`config.mk`:
```
export PLATFORM = sky130hd
export DESIGN_NAME = mdu_sequencer_flat
export DESIGN_NICKNAME = d
export VERILOG_FILES = /design/src/rtl/mdu_sequencer_if.sv /design/src/rtl/mdu_sequencer.sv /design/src/flat_wrapper.sv
export SDC_FILE = /design/constraint.sdc
export NUM_CORES = 1
export LEC_CHECK = 0
export ABC_AREA = 1
export BUFFER_PORTS_ARGS = -buffer_cell sky130_fd_sc_hd__buf_2
export CORE_ASPECT_RATIO = 0.5
export CORE_MARGIN = 2
export CORE_UTILIZATION = 43
export DETAILED_ROUTE_END_ITERATION = 10
export HOLD_SLACK_MARGIN = 0.05
export SYNTH_ARGS = -nofsm -noshare
export SYNTH_HDL_FRONTEND = slang
export SYNTH_SLANG_ARGS = --single-unit
export TNS_END_PERCENT = 20
```
`constraint.sdc`:
```
create_clock -name clk -period 2.57 [get_ports clk]
set_input_delay 0 -clock clk [delete_from_list [all_inputs] [get_ports clk]]
set_output_delay 0 -clock clk [all_outputs]
set_load 0.05 [all_outputs]
```
`src/rtl/mdu_sequencer_if.sv`:
```
// Bus between the EX stage and the multiply/divide sequencer.
//   Launch side : start, funct3, rs1, rs2, flush  (EX -> sequencer)
//   Status side : busy, done, result              (sequencer -> EX)
//   ALU borrow  : alu_req, alu_a, alu_b, alu_fn   (sequencer -> EX/ALU)
//                 alu_r, alu_cf                   (ALU -> sequencer, same cycle)
// Modports: master = EX stage / ALU side, slave = the sequencer.
interface mdu_sequencer_if #(
  parameter int unsigned XLEN = 32
);
  logic            start;
  logic [2:0]      funct3;
  logic [XLEN-1:0] rs1;
  logic [XLEN-1:0] rs2;
  logic            flush;
  logic            busy;
  logic            done;
  logic [XLEN-1:0] result;
  logic            alu_req;
  logic [XLEN-1:0] alu_a;
  logic [XLEN-1:0] alu_b;
  logic [3:0]      alu_fn;
  logic [XLEN-1:0] alu_r;
  logic            alu_cf;

  modport master (
    output start, funct3, rs1, rs2, flush, alu_r, alu_cf,
    input  busy, done, result, alu_req, alu_a, alu_b, alu_fn
  );

  modport slave (
    input  start, funct3, rs1, rs2, flush, alu_r, alu_cf,
    output busy, done, result, alu_req, alu_a, alu_b, alu_fn
  );
endinterface

```
`src/rtl/mdu_sequencer.sv`:
```
// Iterative RV32M multiply/divide sequencer for the EX stage.
// Borrows the shared ALU adder for one add/sub per cycle: shift-add multiply and
// restoring divide. Handles sign fix-up and the RISC-V divide special cases.
// Ports:
//   clk  - rising-edge clock
//   rst  - synchronous active-high reset
//   bus  - mdu_sequencer_if.slave: start/funct3/rs1/rs2/flush in, busy/done/result out,
//          alu_req/alu_a/alu_b/alu_fn out, alu_r/alu_cf in
// Build option: define MDU_EARLY_OUT_EN to let multiplies leave ITER as soon as the
// remaining multiplier bits are zero (result unchanged, latency shorter).
module mdu_sequencer #(
  parameter int unsigned XLEN = 32
) (
  input logic            clk,
  input logic            rst,
  mdu_sequencer_if.slave bus
);

  localparam int unsigned CntW = $clog2(XLEN);
  localparam logic [3:0]  AluAdd = 4'b0000;
  localparam logic [3:0]  AluSub = 4'b0001;
  localparam logic [XLEN-1:0] MinInt = {1'b1, {(XLEN-1){1'b0}}};

  typedef enum logic [2:0] {StIdle, StPrep, StIter, StFix, StDone} state_e;

  state_e            state_q, state_d;
  logic [2:0]        op_q, op_d;
  logic [XLEN-1:0]   opa_q, opa_d;    // rs1, then multiplicand / dividend magnitude
  logic [XLEN-1:0]   opb_q, opb_d;    // rs2, then multiplier / divisor magnitude
  logic [XLEN-1:0]   hi_q, hi_d;      // product high word / partial remainder
  logic [XLEN-1:0]   lo_q, lo_d;      // multiplier+product low word / quotient
  logic [XLEN-1:0]   result_q, result_d;
  logic              neg_q, neg_d;
  logic [CntW-1:0]   cnt_q, cnt_d;

  // Operation decode
  logic is_div, is_rem, sgn1_en, sgn2_en, s1, s2;
  assign is_div  = op_q[2];
  assign is_rem  = op_q[2] & op_q[1];
  assign sgn1_en = is_div ? ~op_q[0] : ((op_q == 3'd1) || (op_q == 3'd2));
  assign sgn2_en = is_div ? ~op_q[0] : (op_q == 3'd1);
  assign s1      = sgn1_en & opa_q[XLEN-1];
  assign s2      = sgn2_en & opb_q[XLEN-1];

  logic [XLEN-1:0] mag1, mag2;
  assign mag1 = s1 ? -opa_q : opa_q;
  assign mag2 = s2 ? -opb_q : opb_q;

  logic div_zero, div_ovf;
  assign div_zero = is_div && (opb_q == '0);
  assign div_ovf  = is_div && !op_q[0] && (opa_q == MinInt) && (opb_q == '1);

  // Divide step: {div_msb, div_p} is the 33-bit partial remainder shifted left by one
  logic            div_msb;
  logic [XLEN-1:0] div_p;
  assign div_msb = hi_q[XLEN-1];
  assign div_p   = {hi_q[XLEN-2:0], lo_q[XLEN-1]};

  // Multiply step: {cf, r, lo} >> 1
  logic [2*XLEN-1:0] mul_shift;
  assign mul_shift = {bus.alu_cf, bus.alu_r, lo_q[XLEN-1:1]};

`ifdef MDU_EARLY_OUT_EN
  // Multiplier bits not yet consumed after this step sit in lo[XLEN-1-cnt:1]
  logic [XLEN-1:0] early_mask;
  logic            mul_early;
  assign early_mask = {1'b0, {(XLEN-1){1'b1}}} >> cnt_q;
  assign mul_early  = ((lo_q >> 1) & early_mask) == '0;
`endif

  // Sign fix-up with local negators; the ALU is not borrowed here
  logic [2*XLEN-1:0] prod, prod_s;
  logic [XLEN-1:0]   div_res, div_res_s, fix_result;
  always_comb begin
    prod      = {hi_q, lo_q};
    prod_s    = neg_q ? -prod : prod;
    div_res   = is_rem ? hi_q : lo_q;
    div_res_s = neg_q ? -div_res : div_res;
    if (is_div) begin
      fix_result = div_res_s;
    end else if (op_q == 3'd0) begin
      fix_result = prod_s[XLEN-1:0];
    end else begin
      fix_result = prod_s[2*XLEN-1:XLEN];
    end
  end

  // ALU borrow, only while iterating
  always_comb begin
    bus.alu_req = 1'b0;
    bus.alu_a   = '0;
    bus.alu_b   = '0;
    bus.alu_fn  = AluAdd;
    if (state_q == StIter) begin
      bus.alu_req = 1'b1;
      if (is_div) begin
        bus.alu_a  = div_p;
        bus.alu_b  = opb_q;
        bus.alu_fn = AluSub;
      end else begin
        bus.alu_a = hi_q;
        bus.alu_b = lo_q[0] ? opa_q : '0;
      end
    end
  end

  assign bus.busy   = (state_q == StPrep) || (state_q == StIter) || (state_q == StFix);
  // A flush in DONE comes too late: the op has already retired.
  assign bus.done   = (state_q == StDone);
  assign bus.result = result_q;

  always_comb begin
    state_d  = state_q;
    op_d     = op_q;
    opa_d    = opa_q;
    opb_d    = opb_q;
    hi_d     = hi_q;
    lo_d     = lo_q;
    result_d = result_q;
    neg_d    = neg_q;
    cnt_d    = cnt_q;
    unique case (state_q)
      StIdle: begin
        if (bus.start && !bus.flush) begin
          op_d    = bus.funct3;
          opa_d   = bus.rs1;
          opb_d   = bus.rs2;
          state_d = StPrep;
        end
      end
      StPrep: begin
        neg_d = is_rem ? s1 : (s1 ^ s2);
        opa_d = mag1;
        opb_d = mag2;
        hi_d  = '0;
        lo_d  = is_div ? mag1 : mag2;
        cnt_d = '0;
        if (div_zero) begin
          result_d = is_rem ? opa_q : '1;
          state_d  = StDone;
        end else if (div_ovf) begin
          result_d = is_rem ? '0 : MinInt;
          state_d  = StDone;
        end else begin
          state_d = StIter;
`ifdef MDU_EARLY_OUT_EN
          if (!is_div && (mag2 == '0)) state_d = StFix;
`endif
        end
      end
      StIter: begin
        cnt_d = cnt_q + CntW'(1);
        if (is_div) begin
          // A 33-bit overflow always exceeds the divisor; mod-2^32 ALU result is exact
          if (div_msb || bus.alu_cf) begin
            hi_d = bus.alu_r;
            lo_d = {lo_q[XLEN-2:0], 1'b1};
          end else begin
            hi_d = div_p;
            lo_d = {lo_q[XLEN-2:0], 1'b0};
          end
        end else begin
          {hi_d, lo_d} = mul_shift;
        end
        if (cnt_q == '1) state_d = StFix;
`ifdef MDU_EARLY_OUT_EN
        // Remaining steps would add zero, so they collapse into one plain shift
        if (!is_div && mul_early) begin
          {hi_d, lo_d} = mul_shift >> (~cnt_q);
          cnt_d        = '0;
          state_d      = StFix;
        end
`endif
      end
      StFix: begin
        result_d = fix_result;
        state_d  = StDone;
      end
      StDone: state_d = StIdle;
      default: state_d = StIdle;
    endcase
    if (bus.flush && (state_q != StIdle)) begin
      state_d  = StIdle;
      result_d = result_q;
    end
  end

  always_ff @(posedge clk) begin
    if (rst) begin
      state_q  <= StIdle;
      op_q     <= '0;
      opa_q    <= '0;
      opb_q    <= '0;
      hi_q     <= '0;
      lo_q     <= '0;
      result_q <= '0;
      neg_q    <= 1'b0;
      cnt_q    <= '0;
    end else begin
      state_q  <= state_d;
      op_q     <= op_d;
      opa_q    <= opa_d;
      opb_q    <= opb_d;
      hi_q     <= hi_d;
      lo_q     <= lo_d;
      result_q <= result_d;
      neg_q    <= neg_d;
      cnt_q    <= cnt_d;
    end
  end

endmodule

```
`src/flat_wrapper.sv`:
```
// flat-port wrapper written by rule: the top's interface ports become plain ports
module mdu_sequencer_flat 
#(
  parameter int unsigned XLEN = 32
)
  (clk, rst, bus_start, bus_funct3, bus_rs1, bus_rs2, bus_flush, bus_alu_r, bus_alu_cf, bus_busy, bus_done, bus_result, bus_alu_req, bus_alu_a, bus_alu_b, bus_alu_fn);
  mdu_sequencer_if #(.XLEN(XLEN)) bus_i ();
  input logic clk;
  input logic rst;
  input wire logic [$bits(bus_i.start)-1:0] bus_start;
  input wire logic [$bits(bus_i.funct3)-1:0] bus_funct3;
  input wire logic [$bits(bus_i.rs1)-1:0] bus_rs1;
  input wire logic [$bits(bus_i.rs2)-1:0] bus_rs2;
  input wire logic [$bits(bus_i.flush)-1:0] bus_flush;
  input wire logic [$bits(bus_i.alu_r)-1:0] bus_alu_r;
  input wire logic [$bits(bus_i.alu_cf)-1:0] bus_alu_cf;
  output wire logic [$bits(bus_i.busy)-1:0] bus_busy;
  output wire logic [$bits(bus_i.done)-1:0] bus_done;
  output wire logic [$bits(bus_i.result)-1:0] bus_result;
  output wire logic [$bits(bus_i.alu_req)-1:0] bus_alu_req;
  output wire logic [$bits(bus_i.alu_a)-1:0] bus_alu_a;
  output wire logic [$bits(bus_i.alu_b)-1:0] bus_alu_b;
  output wire logic [$bits(bus_i.alu_fn)-1:0] bus_alu_fn;
  assign bus_i.start = bus_start;
  assign bus_i.funct3 = bus_funct3;
  assign bus_i.rs1 = bus_rs1;
  assign bus_i.rs2 = bus_rs2;
  assign bus_i.flush = bus_flush;
  assign bus_i.alu_r = bus_alu_r;
  assign bus_i.alu_cf = bus_alu_cf;
  assign bus_busy = bus_i.busy;
  assign bus_done = bus_i.done;
  assign bus_result = bus_i.result;
  assign bus_alu_req = bus_i.alu_req;
  assign bus_alu_a = bus_i.alu_a;
  assign bus_alu_b = bus_i.alu_b;
  assign bus_alu_fn = bus_i.alu_fn;
  mdu_sequencer #(.XLEN(XLEN)) u_core (.clk(clk), .rst(rst), .bus(bus_i));
endmodule
```
==> impl_metrics.toml <==
[worst_setup_path]
cp.depth = 13
cp.arrival_ns = 2.88
cpMaxStageDelayCell = "dfxtp_1"
critPathRequiredTime_ns = 2.97
worst-path-buf-inv = 1
crit_type = "register to register"
endpoint_kind = "register"
worst_path_most_repeated_cell = "nand2_1"
critPathLaunchType = "register"
crit_path_max_incr_delay_ns = 0.40
critPathMaxFanout = 5
r2r_cells = 13
cp_top_family = "simple AND/OR/NAND/NOR gates"
cp_cell_sequence = "nor2_1, nand2_1, nor2_1, nand2_1, inv_1, nand3_1, nand2_1, nand2_1, nand2_1, nand3_1, nand3_1, nand2_1, a21oi_2"

[global_routing]
overflow = 0
grt_start_max_net_pins = 114
grt_pass1_wl_um = 112000
grt_antenna_before_repair = 1
grt_pass1_vias = 18430
grt.total_usage_pct = 37.6

[clock_network]
clk_path_buf_depth = 2
clock_latency_ns = 0.47
cts.clk_slew.worst_paths_ns = 0.07
cts_made_buffers = 17
cts_num_sinks = 172
cts_tree = "yes"
htree_levels = 4
cts-root-buf = "clkbuf_16"

[floorplan]
num_rows = 49
ios = 207
start_util_pct = 44.1
die_w_um = 277
core-area_mm2 = 0.0363
die-area_mm2 = 0.0389
die_h_um = 140

[yosys]
yosys.area_share.simple_pct = 37.2
synth_edf_count = 0
synth_top_cell_area_share_pct = 21.5
synth-xor-area-share_pct = 3.39
syn_area_per_cell_um2 = 5.77
synthDistinctLibCells = 51
ys_warn_count = 0
syn_inst = 2772
syn-cell-area_mm2 = 0.0160
yosysMostFrequentCell = "nand2_1"
yosysSeqAreaShare_pct = 21.5
ys_ff_latch = 172
synth_fa_ha_area_share_pct = 0.547
yosysTopAreaCell = "dfxtp_1"
synthTopCellsByCount = "710 x nand2_1, 326 x nor2_1, 271 x nand3_1"
synth_compound_area_share_pct = 26.4
ys_top_cells_by_area = "dfxtp_1 22%, nand2_1 17%, nand3_1 8.5%, nor2_1 7.6%, a21oi_1 7.3%"
async_reset_ff_share_pct = 0
synthMuxAreaShare_pct = 0
synth_top_family_by_area = "simple AND/OR/NAND/NOR gates"
ys.flop_type = "dfxtp_1"

[placed_design]
dpl-instance-area_mm2 = 0.0180
io_buffers = 203
dp_hpwl_um = 56700
gp_congestion = 1.06
placed_cells_incl_taps = 3418
dp_slack_ns = 0.0341

[layout]
nNetsFinal = 3193
drive_gt1_share_pct = 15.5
area_growth_syn_to_layout_pct = 25.4
fin_area_mm2 = 0.0201
final_core_util_pct = 55.3
fin_cells = 3579
antenna_cells = 0

[power_and_ir_drop]
power_mw = 20.7
leakagePower_nw = 8.82
powerDensity_mw_per_mm2 = 1030
irDropWorstVdd_mv = 0.573

[hold_path]
hold_path_depth = 4
hold_path_class = "input port to register"

[sta]
setup_slack_ns = 0.0920
final.period_utilization_pct = 96.4
fin_crit_ns = 2.48
finalMaxSlewViolations = 0
setup_viol = 0
holdWs_ns = 0.0926
final_hold_viol_count = 0
worstMarginPinSlew_ns = 0.735
skew_ns = 0.0199
maxSlewHeadroom_pct = 51.0
rsz0062_at_grt = "yes"
max_freq_mhz = 404
setup_tns_ns = 0

[routing]
vias_per_cell = 5.85
wl_um = 76200
num_vias = 20938
post_drt_wl_per_cell_um = 21.3
firstDrtPassIters = 6
antenna_left = 0
dr.first_iter.drc_count = 2554
drc = 0

[run]
cap_violations = 0

[run_status]
status = "finished, final reports clean"
==> layout by cell type (no fill, tap or decap), types with 6 or more instances in the layout <==
cell,synthesis,routed
dfxtp_1,172,169
nand2_1,710,710
a21oi_2,9,10
clkbuf_16,0,19
a211oi_1,64,64
nor3_1,16,15
xor2_1,62,62
nand3_1,271,268
buf_2,41,202
or2_2,6,6
nor2_2,12,16
nand4_1,25,25
inv_1,223,221
inv_2,11,12
o21a_1,15,15
o21ai_1,23,23
o21ai_0,175,175
dlygate4sd3_1,0,123
nor2_4,5,10
nand2_2,14,14
buf_12,1,13
a31oi_1,11,11
ha_1,7,7
nand3_2,6,9
buf_4,8,127
a21oi_1,235,234
a221oi_1,12,12
o211ai_1,124,124
nor2_1,326,317
o21bai_1,15,15
==> power by group <==
| part | internal [mW] | switching, mW | leakage [nW] |
|---|---|---|---|
| combinational | 4.34 | 9.67 | 7.13 |
| clock | 1.34 | 1.37 | 0.284 |
| sequential | 3.23 | 0.772 | 1.40 |
| total | 8.91 | 11.8 | 8.82 |
==> state kept, by name, summed over array words and instances, names as in the netlist <==
signal	count
u_core.neg_q	1
u_core.cnt_q	5
u_core.op_q	3
u_core.opa_q	32
u_core.hi_q	32
u_core.state_q	3
u_core.bus.result	32
u_core.opb_q	32
u_core.lo_q	32
==> per-layer routing <==
layer	wire, um	vias to the layer above	share of wire, %	global-route usage (%)
met1	33800	9743	44	55.3
met3	9310	89	12	8.14
met5	11	-	0.014	0
met4	1210	2	1.6	7.01
li1	-	9926	-	-
met2	31900	1178	42	56.2
==> path summary, 6_finish.rpt <==
path         slack, ns                     to             from
min reg2reg       0.47        u_core.cnt_q[3]  u_core.cnt_q[3]
min               0.09        u_core.opa_q[8]       bus_rs1[8]
max               0.09  u_core.bus.result[27]  u_core.lo_q[23]
max reg2reg       0.09  u_core.bus.result[27]  u_core.lo_q[23]
==> cell families (layout without fill, tap and decap cells) <==
family | after synthesis | count (layout)
AND/OR/NAND/NOR | 1408 | 1408
other | 1 | 3
buffers and inverters | 419 | 740
XOR/XNOR | 62 | 62
AO/OA/AOI/OAI | 703 | 703
flip-flops | 172 | 172
adder cells (fa/ha/maj) | 7 | 7
==> tightest hold or removal path, delay by kind of cell <==
kind | cells | cell delay, ns
AO/OA/AOI/OAI | 3 | 0.42
buffers and inverters | 1 | 0.08
==> repair_timing <==
item,CTS,global route
setup buffers,0,4
gates resized for setup,3,28
gates cloned,0,2
hold buffers,123,0
pin swaps,0,1
endpoints found under the setup margin,19,40
hold endpoints to repair,110,0
==> cell type report <==
type | instances | area [um2]
clock buffer | 19 | 453
clock inverter | 13 | 124
fill | 3853 | 16200
inverter | 235 | 885
multi-input combinational | 2183 | 10900
sequential | 172 | 3450
tap | 484 | 606
timing repair buffer | 473 | 3610
Power figures use the tool's default switching activity.
